==> src/rtl/cpu_pkg.sv <==
// Shared CPU definitions: datapath widths, forwarding-source order,
// and the ID hold-buffer state encoding.
package cpu_pkg;

  localparam int DEF_DATA_W  = 32;
  localparam int DEF_PC_W    = 32;
  localparam int DEF_REG_AW  = 5;
  localparam int DEF_NUM_FWD = 3;
  localparam int DEF_CNT_W   = 16;

  // Forwarding sources, youngest (highest priority) first.
  // Source i sits at bits [i*W +: W] of the packed buses.
  localparam int FWD_EX  = 0;
  localparam int FWD_MEM = 1;
  localparam int FWD_WB  = 2;

  typedef enum logic {
    ST_LIVE = 1'b0,
    ST_HELD = 1'b1
  } hold_st_e;

endpackage

==> src/rtl/id_fwd_resolve.sv <==
// Priority forwarding match for one source operand; r0 always reads 0.
// pend flags a winning producer whose result is not ready yet.
module id_fwd_resolve
  import cpu_pkg::*;
#(
  parameter int DATA_W  = DEF_DATA_W,
  parameter int REG_AW  = DEF_REG_AW,
  parameter int NUM_FWD = DEF_NUM_FWD
) (
  input  logic [REG_AW-1:0]         addr_i,
  input  logic [DATA_W-1:0]         rf_rdata_i,
  input  logic [NUM_FWD-1:0]        fwd_we_i,
  input  logic [NUM_FWD*REG_AW-1:0] fwd_waddr_i,
  input  logic [NUM_FWD*DATA_W-1:0] fwd_wdata_i,
  input  logic [NUM_FWD-1:0]        fwd_ready_i,
  output logic [DATA_W-1:0]         data_o,
  output logic                      pend_o
);

  logic hit;

  always_comb begin
    data_o = rf_rdata_i;
    pend_o = 1'b0;
    hit    = 1'b0;
    for (int i = 0; i < NUM_FWD; i++) begin
      if (!hit && fwd_we_i[i] &&
          fwd_waddr_i[i*REG_AW +: REG_AW] == addr_i) begin
        hit    = 1'b1;
        data_o = fwd_wdata_i[i*DATA_W +: DATA_W];
        pend_o = ~fwd_ready_i[i];
      end
    end
    if (addr_i == '0) begin
      data_o = '0;
      pend_o = 1'b0;
    end
  end

endmodule

==> src/rtl/id_operand_stage.sv <==
// ID front end: IF/ID register, instruction hold buffer,
// operand forwarding, load-use stall and stall-cycle counter.
module id_operand_stage
  import cpu_pkg::*;
#(
  parameter int DATA_W  = DEF_DATA_W,
  parameter int PC_W    = DEF_PC_W,
  parameter int REG_AW  = DEF_REG_AW,
  parameter int NUM_FWD = DEF_NUM_FWD,
  parameter int CNT_W   = DEF_CNT_W
) (
  input  logic                      clk,
  input  logic                      resetn,
  input  logic                      flush,
  input  logic                      stall_ext,
  input  logic                      if_valid,
  input  logic [PC_W-1:0]           if_pc,
  input  logic [DATA_W-1:0]         inst_rdata,
  input  logic                      use_rs,
  input  logic                      use_rt,
  output logic [REG_AW-1:0]         rf_raddr1,
  output logic [REG_AW-1:0]         rf_raddr2,
  input  logic [DATA_W-1:0]         rf_rdata1,
  input  logic [DATA_W-1:0]         rf_rdata2,
  input  logic [NUM_FWD-1:0]        fwd_we,
  input  logic [NUM_FWD*REG_AW-1:0] fwd_waddr,
  input  logic [NUM_FWD*DATA_W-1:0] fwd_wdata,
  input  logic [NUM_FWD-1:0]        fwd_ready,
  output logic                      id_valid,
  output logic [PC_W-1:0]           id_pc,
  output logic [DATA_W-1:0]         id_inst,
  output logic [DATA_W-1:0]         src1_data,
  output logic [DATA_W-1:0]         src2_data,
  output logic                      stallreq_id,
  output logic [CNT_W-1:0]          hazard_cnt
);

  hold_st_e          state_q, state_d;
  logic [DATA_W-1:0] hold_q, hold_d;
  logic              valid_q, valid_d;
  logic [PC_W-1:0]   pc_q, pc_d;
  logic [CNT_W-1:0]  cnt_q, cnt_d;
  logic              advance;
  logic              pend_rs, pend_rt;

  assign advance = ~stall_ext & ~stallreq_id;

  always_ff @(posedge clk or negedge resetn) begin
    if (!resetn) begin
      state_q <= ST_LIVE;
      hold_q  <= '0;
      valid_q <= 1'b0;
      pc_q    <= '0;
      cnt_q   <= '0;
    end else begin
      state_q <= state_d;
      hold_q  <= hold_d;
      valid_q <= valid_d;
      pc_q    <= pc_d;
      cnt_q   <= cnt_d;
    end
  end

  always_comb begin
    state_d = state_q;
    hold_d  = hold_q;
    unique case (state_q)
      ST_LIVE: begin
        if (!advance && !flush) begin
          hold_d  = inst_rdata;
          state_d = ST_HELD;
        end
      end
      ST_HELD: begin
        if (advance || flush) state_d = ST_LIVE;
      end
      default: state_d = ST_LIVE;
    endcase
  end

  // The held word masks SRAM read data changing under a stall.
  always_comb begin
    unique case (state_q)
      ST_HELD: id_inst = hold_q;
      default: id_inst = inst_rdata;
    endcase
  end

  always_comb begin
    valid_d = valid_q;
    pc_d    = pc_q;
    unique case (1'b1)
      flush: valid_d = 1'b0;
      advance: begin
        valid_d = if_valid;
        pc_d    = if_pc;
      end
      default: ;
    endcase
  end

  always_comb begin
    cnt_d = cnt_q;
    if (stallreq_id && cnt_q != '1) cnt_d = cnt_q + 1'b1;
  end

  assign rf_raddr1 = id_inst[25:21];
  assign rf_raddr2 = id_inst[20:16];

  id_fwd_resolve #(
    .DATA_W (DATA_W),
    .REG_AW (REG_AW),
    .NUM_FWD(NUM_FWD)
  ) u_rs (
    .addr_i     (rf_raddr1),
    .rf_rdata_i (rf_rdata1),
    .fwd_we_i   (fwd_we),
    .fwd_waddr_i(fwd_waddr),
    .fwd_wdata_i(fwd_wdata),
    .fwd_ready_i(fwd_ready),
    .data_o     (src1_data),
    .pend_o     (pend_rs)
  );

  id_fwd_resolve #(
    .DATA_W (DATA_W),
    .REG_AW (REG_AW),
    .NUM_FWD(NUM_FWD)
  ) u_rt (
    .addr_i     (rf_raddr2),
    .rf_rdata_i (rf_rdata2),
    .fwd_we_i   (fwd_we),
    .fwd_waddr_i(fwd_waddr),
    .fwd_wdata_i(fwd_wdata),
    .fwd_ready_i(fwd_ready),
    .data_o     (src2_data),
    .pend_o     (pend_rt)
  );

  assign stallreq_id = valid_q & ((use_rs & pend_rs) | (use_rt & pend_rt));
  assign id_valid    = valid_q;
  assign id_pc       = pc_q;
  assign hazard_cnt  = cnt_q;

endmodule

==> config.mk <==
export PLATFORM = sky130hd
export DESIGN_NAME = id_operand_stage
export DESIGN_NICKNAME = d
export VERILOG_FILES = /design/src/rtl/cpu_pkg.sv /design/src/rtl/id_fwd_resolve.sv /design/src/rtl/id_operand_stage.sv
export SDC_FILE = /design/constraint.sdc
export NUM_CORES = 1
export LEC_CHECK = 0
export BUFFER_PORTS_ARGS = -buffer_cell sky130_fd_sc_hd__buf_4
export CORE_AREA = 10 10 151 153
export DETAILED_ROUTE_END_ITERATION = 10
export DIE_AREA = 0 0 161 163
export GPL_TIMING_DRIVEN = 0
export PLACE_DENSITY = 0.73
export SYNTH_ARGS = -nofsm -noshare
export SYNTH_HDL_FRONTEND = slang
export SYNTH_SLANG_ARGS = --single-unit
==> constraint.sdc <==
create_clock -name clk -period 3.8 [get_ports clk]
set_input_delay 0.38 -clock clk [delete_from_list [all_inputs] [get_ports clk]]
set_output_delay 0.38 -clock clk [all_outputs]
set_load 0.005 [all_outputs]
==> flow_summary.json, run 1 <==
{
  "setup_viol": 0,
  "p_per_area_nw_per_um2": 308,
  "max_freq_mhz": 273,
  "rr_worst_depth": 12,
  "yosysWarnings": 0,
  "h-tree-depth": 3,
  "min_period_over_period_pct": 96.3,
  "synth_top_area_share_pct": 32.1,
  "outcome": "finished clean",
  "clock_sinks": 82,
  "syn_avg_cell_area_um2": 9.20,
  "overflow": 0,
  "synth_flop_cell": "dfrtp_1",
  "r2r_end": "hold_q[20]$_DFFE_PN0P_",
  "die_w_um": 161,
  "fillers": 1872,
  "cts_hold_buf": 0,
  "clk_path_buf_depth": 2,
  "critPathMaxFanout": 10,
  "gp_congestion": 0.957,
  "yosysMostFrequentCell": "dfrtp_1",
  "area_growth_pct": 61.4,
  "crit_arrival_ns": 3.28,
  "syn_inst": 694,
  "ys_top_cells_by_area": "dfrtp_1 32%, mux2i_1 12%, mux2_2 10%",
  "crit_path_end": "src2_data[11]",
  "rrSetupSlack_ns": 0.23,
  "ys_types": 40,
  "cts_tree": "built",
  "yosys_register_bits": 82,
  "num_vias": 7169,
  "first_global_vias": 7554,
  "fin_util_pct": 51.7,
  "initial_core_util_pct": 32.1,
  "start_kind": "flop",
  "synth_commonest_cells": "82 x dfrtp_1, 74 x mux2i_1, 73 x nor2_1",
  "clkLatencyLatePin_ns": 0.33,
  "grt_max_degree": 83,
  "required_ns": 3.42,
  "synth-edff-count": 0,
  "leakage_uw": 0.00536,
  "dieHeight_um": 163,
  "nets": 1373,
  "syn_nets": 947,
  "wl_um": 30200,
  "hold_viol": 0,
  "tightest_slew_ns": 1.05,
  "antenna_found_initial": 0,
  "dr.pass1.iters": 4,
  "wl_met2_um": 15100,
  "cp-startpoint": "state_q$_DFF_PN0_",
  "path_class": "reg2out",
  "drv_cap": 0,
  "ios": 408,
  "placed_area_um2": 9790,
  "endpoint_kind": "output pin",
  "wl_per_cell_um": 21.7,
  "fp-row-count": 52,
  "yosysTopAreaCell": "dfrtp_1",
  "netlist_area_um2": 6380,
  "path_clk_slew_ns": 0.06,
  "ant_nets": 0,
  "first_iter_violations": 463,
  "hp-class": "in2async",
  "routed.top_layer": "met4",
  "place.port_buffers": 407,
  "seq_area_frac_synth_pct": 32.1,
  "ir_worst_vdd_mv": 0.295,
  "root_buffer": "clkbuf_16",
  "antenna_cells": 0,
  "drive_gt1_share_pct": 51.4,
  "worstReg2RegStart": "state_q$_DFF_PN0_",
  "final_cell_area_um2": 10300,
  "grtUsageTotal_pct": 21.5,
  "vias_per_cell": 5.14,
  "die-area_um2": 26200,
  "met3WireLength_um": 2830,
  "place_hpwl_um": 24700,
  "drc": 0,
  "wl_met1_um": 11600,
  "skew_ns": 0.0127,
  "period_minus_slack_ns": 3.66,
  "core_um2": 19900,
  "numCtsBuffers": 9,
  "maxSlewViolCount": 0,
  "grt_pass1_wl_um": 45100,
  "async_flop_share_pct": 100,
  "relSlewSlack_pct": 29.2
}
-- cells by family after synthesis --
family	Yosys count	share of synthesized area (%)
muxes	161	28.5
and+or+nand+nor	194	13.4
adders and majority gates	1	0.196
xor gates and xnor gates	45	6.17
buffers and inverters	73	5.47
AOI/OAI and AO/OA	138	14.1
DFF	82	32.1
-- stage by stage --
step                      std cells  hold slack (ns)  power (uW)  setup TNS (ns)  setup slack, ns
final                          1394            0.233        3170               0            0.142
after global routing           1394            0.231        3320        -0.00929         -0.00929
after CTS                      1391            0.225        3190               0          0.00726
after detailed placement       1372            0.477        2200          -30.13           -0.535
after global placement         1371            0.462        2180          -27.59           -0.523
after floorplan                 694           0.0844        1550               0            0.780
-- where the power goes --
| group | leakage [uW] | internal (uW) | switching [uW] |
|---|---|---|---|
| Clock | 0.000156 | 595 | 355 |
| Sequential | 0.000998 | 984 | 74.1 |
| Combinational | 0.00421 | 683 | 479 |
| Total | 0.00536 | 2260 | 908 |
-- sequential cells by signal, indices dropped and copies added (netlist names) --
name	count
hazard_cnt	16
hold_q	32
id_pc	32
id_valid	1
state_q	1
-- what timing repair did --
action | 4_1_cts | 5_1_grt
gates cloned | 0 | 0
pin swaps | 2 | 1
gates resized for setup | 27 | 29
endpoints found under the hold margin | 0 | 0
endpoints found under the setup margin | 137 | 71
setup buffers | 6 | 3
-- layout make-up --
| type | count | area (um^2) | area share [%] |
|---|---|---|---|
| repair buffers | 417 | 3140 | 30.5 |
| well taps | 270 | 338 | 3.28 |
| plain buffers | 59 | 327 | 3.17 |
| flip-flops and latches | 82 | 2050 | 19.9 |
| clock buffers | 10 | 239 | 2.32 |
| multi-input cells | 539 | 4070 | 39.5 |
| clock inverters | 5 | 85.1 | 0.826 |
| inverters | 12 | 45.0 | 0.437 |
-- layer usage --
layer | vias up | GRT usage [%]
met5 | - | 0
met4 | 0 | 6.62
met3 | 38 | 7.81
met2 | 351 | 37.4
met1 | 3451 | 24.2
li1 | 3329 | -
-- worst min path at each step --
stage	to	slack, ns	cells after the start
6_report	id_pc[16]$_DFFE_PN0P_	0.23	1
5_1_grt	state_q$_DFF_PN0_	0.23	2
4_1_cts	state_q$_DFF_PN0_	0.23	2
3_5_place_dp	hold_q[23]$_DFFE_PN0P_	0.48	1
3_3_place_gp	hold_q[11]$_DFFE_PN0P_	0.46	1
2_1_floorplan	hazard_cnt[0]$_DFFE_PN0P_	0.08	0
-- placed cells by master, fill, tap and decap left out, types with 2 or more instances in the layout --
master / n
nand4_1: 6
a21oi_1: 65
clkbuf_16: 9
mux2_1: 3
nor2_1: 73
xnor2_1: 23
nand3_1: 8
dfrtp_1: 82
nor3b_1: 2
o211ai_1: 33
nor3_2: 2
mux2i_4: 2
nor3_1: 7
buf_6: 4
and4_1: 3
clkbuf_1: 17
inv_6: 2
clkbuf_2: 18
xor2_1: 22
bufinv_16: 2
buf_2: 9
mux2i_1: 64
and3_1: 4
inv_1: 12
nand2b_1: 2
nor4b_1: 4
nor4_1: 3
buf_4: 427
mux2i_2: 8
nor4_2: 2
a211oi_1: 32
mux2_4: 27
mux2_2: 57
nand2_1: 72
o21ai_0: 2
-- critical path, stage by stage, from the launching register on --
cell	delay, ns
dfrtp_1	0.32
buf_4	0.22
buf_6	0.21
mux2i_4	0.31
buf_4	0.18
xor2_1	0.15
nand4_1	0.16
or2_4	0.35
buf_2	0.25
mux2i_1	0.18
a211oi_2	0.31
a21oi_1	0.07
nor2_1	0.11
buf_4	0.12
(Power assumes the default switching activity.)
==> run 2: changes to the inputs <==
==> constraint.sdc (replaced) <==
create_clock -name clk -period 4.3 [get_ports clk]
set_input_delay 0 -clock clk [delete_from_list [all_inputs] [get_ports clk]]
set_output_delay 0 -clock clk [all_outputs]
set_load 0.005 [all_outputs]
==> flow_summary.json, run 2 (synthesis gave the netlist of run 1 again) <==
{
  "placed_area_um2": 9790,
  "vias_per_cell": 5.16,
  "p_per_area_nw_per_um2": 264,
  "max_freq_mhz": 246,
  "final_common_cell": "buf_4",
  "antenna_found_initial": 2,
  "rr_worst_depth": 10,
  "start_kind": "flop",
  "intPower_uw": 2020,
  "hold_viol": 0,
  "area_growth_pct": 69.3,
  "ios": 408,
  "drc": 0,
  "place.port_buffers": 407,
  "outcome": "finished clean",
  "place_hpwl_um": 24700,
  "min_period_over_period_pct": 94.3,
  "critPathMaxFanout": 10,
  "leakage_uw": 0.00554,
  "dr.pass1.iters": 5,
  "first_global_vias": 8023,
  "hp-class": "in2reg",
  "ir_worst_vdd_mv": 0.239,
  "grt_pass1_wl_um": 47600,
  "first_iter_violations": 417,
  "p_sw_uw": 826,
  "nets": 1433,
  "critical_path.slowest_cell": "mux2i_1",
  "wl_per_cell_um": 21.7,
  "maxSlewViolCount": 0,
  "die_w_um": 161,
  "holdPathStages": 3,
  "grt_max_degree": 83,
  "initial_core_util_pct": 32.1,
  "setup_tns_ns": 0,
  "gp_congestion": 0.957,
  "skew_ns": 0.0164,
  "drv_cap": 0,
  "crit_path_frequent_cell": "clkbuf_1",
  "final_cell_area_um2": 10800,
  "endpoint_kind": "output pin",
  "rsz0062_at_grt": "no",
  "core_um2": 19900,
  "p_seq_share_pct": 32.9,
  "numCtsBuffers": 9,
  "die-area_um2": 26200,
  "path_class": "reg2out",
  "dieHeight_um": 163,
  "path_clk_slew_ns": 0.06,
  "path_cells": "buf_4, mux2i_1, inv_1, xnor2_1, nand4_1, or2_1, clkbuf_1, and3_1, clkbuf_1, clkbuf_1, a21oi_1, nor2_1, buf_4",
  "root_buffer": "clkbuf_16",
  "crit_arrival_ns": 4.06,
  "setup_viol": 0,
  "relSlewSlack_pct": 26.4,
  "grtUsageTotal_pct": 22.7,
  "clock_sinks": 82,
  "max_stage_delay_ns": 0.51,
  "tightest_slew_ns": 1.10,
  "ant_nets": 0,
  "clk_path_buf_depth": 2,
  "h-tree-depth": 3,
  "pwr-share-comb_pct": 37.5,
  "fp-row-count": 52,
  "overflow": 0,
  "cts_tree": "built",
  "period_minus_slack_ns": 4.06,
  "netSwitchingFraction_pct": 29.0,
  "drive_gt1_share_pct": 45.2,
  "clkLatencyLatePin_ns": 0.34,
  "postCtsSetupRepairBufs": 0,
  "wl_um": 31600,
  "layout_common_cells": "419 x buf_4, 82 x dfrtp_1, 73 x nor2_1",
  "num_vias": 7510,
  "required_ns": 4.30,
  "p_clk_share_pct": 29.7
}
-- run 2: cell count changes in the layout (fill, tap and decap cells not counted), moves of 2 or more --
| cell | before | now |
|---|---|---|
| buf_1 | 0 | 6 |
| buf_2 | 9 | 3 |
| buf_4 | 427 | 419 |
| clkbuf_1 | 17 | 35 |
| clkbuf_2 | 18 | 2 |
| diode_2 | 0 | 2 |
| dlygate4sd3_1 | 0 | 67 |
| mux2i_1 | 64 | 72 |
| mux2i_2 | 8 | 2 |
| mux2i_4 | 2 | 0 |
-- run 2: layer usage --
layer	track usage (%)	part of all wire, %
met1	25.2	38
met2	39.2	50
met3	8.14	9.7
met4	8.35	3.0
met5	0	0
-- run 2: what timing repair did --
action,4_1_cts,5_1_grt
endpoints found under the setup margin,1,40
endpoints found under the hold margin,148,0
resized for setup,1,7
hold buffers,67,0
-- run 2: layout make-up --
class,instances,area [um^2]
sequential,82,2050
inverter,12,45.0
clock buffer,10,239
clock inverter,5,85.1
buffer,61,307
antenna,2,5.00
timing repair buffer,475,3730
tap,270,338
fill,1779,9100
multi-input combinational,539,4010
-- run 2: worst max-delay path: cells and delay by family (launching register included) --
family	cells	cell delay [ns]
mux	1	0.51
buf+inv	6	1.89
flops	1	0.32
simple gates	4	0.61
compound gates	1	0.22
xor+xnor	1	0.17
-- run 2: per-stage QoR --
stage	utilization (%)	power (uW)	hold slack, ns	worst slack, ns	cells
floorplan	-	1370	-0.296	1.28	694
global placement	49.1	1930	0.194	0.132	1371
detailed placement	49.2	1950	0.195	0.118	1372
CTS	54.2	2850	0.0847	0.0782	1454
global route	54.3	2980	0.0908	0.00996	1456
finish	54.3	2850	0.0985	0.243	1456
-- run 2: power by group through the flow --
stage / clock (uW) / sequential, uW / combinational, uW
6_report: 846 / 937 / 1070
5_1_grt: 881 / 948 / 1150
4_1_cts: 854 / 930 / 1060
3_5_place_dp: 0 / 941 / 1010
3_3_place_gp: 0 / 935 / 994
2_1_floorplan: 0 / 930 / 435
-- run 2: worst paths after layout --
kind / startpoint / end / slack, ns
worst min register to register: hazard_cnt[9]$_DFFE_PN0P_ / hazard_cnt[9]$_DFFE_PN0P_ / 0.49
max in group asynchronous: resetn / hazard_cnt[3]$_DFFE_PN0P_ / 3.21
worst max-delay path: state_q$_DFF_PN0_ / src2_data[6] / 0.24
worst min-delay path: stall_ext / id_pc[4]$_DFFE_PN0P_ / 0.1
min in group asynchronous: resetn / hold_q[31]$_DFFE_PN0P_ / 0.40
worst max register to register: state_q$_DFF_PN0_ / id_pc[23]$_DFFE_PN0P_ / 0.28
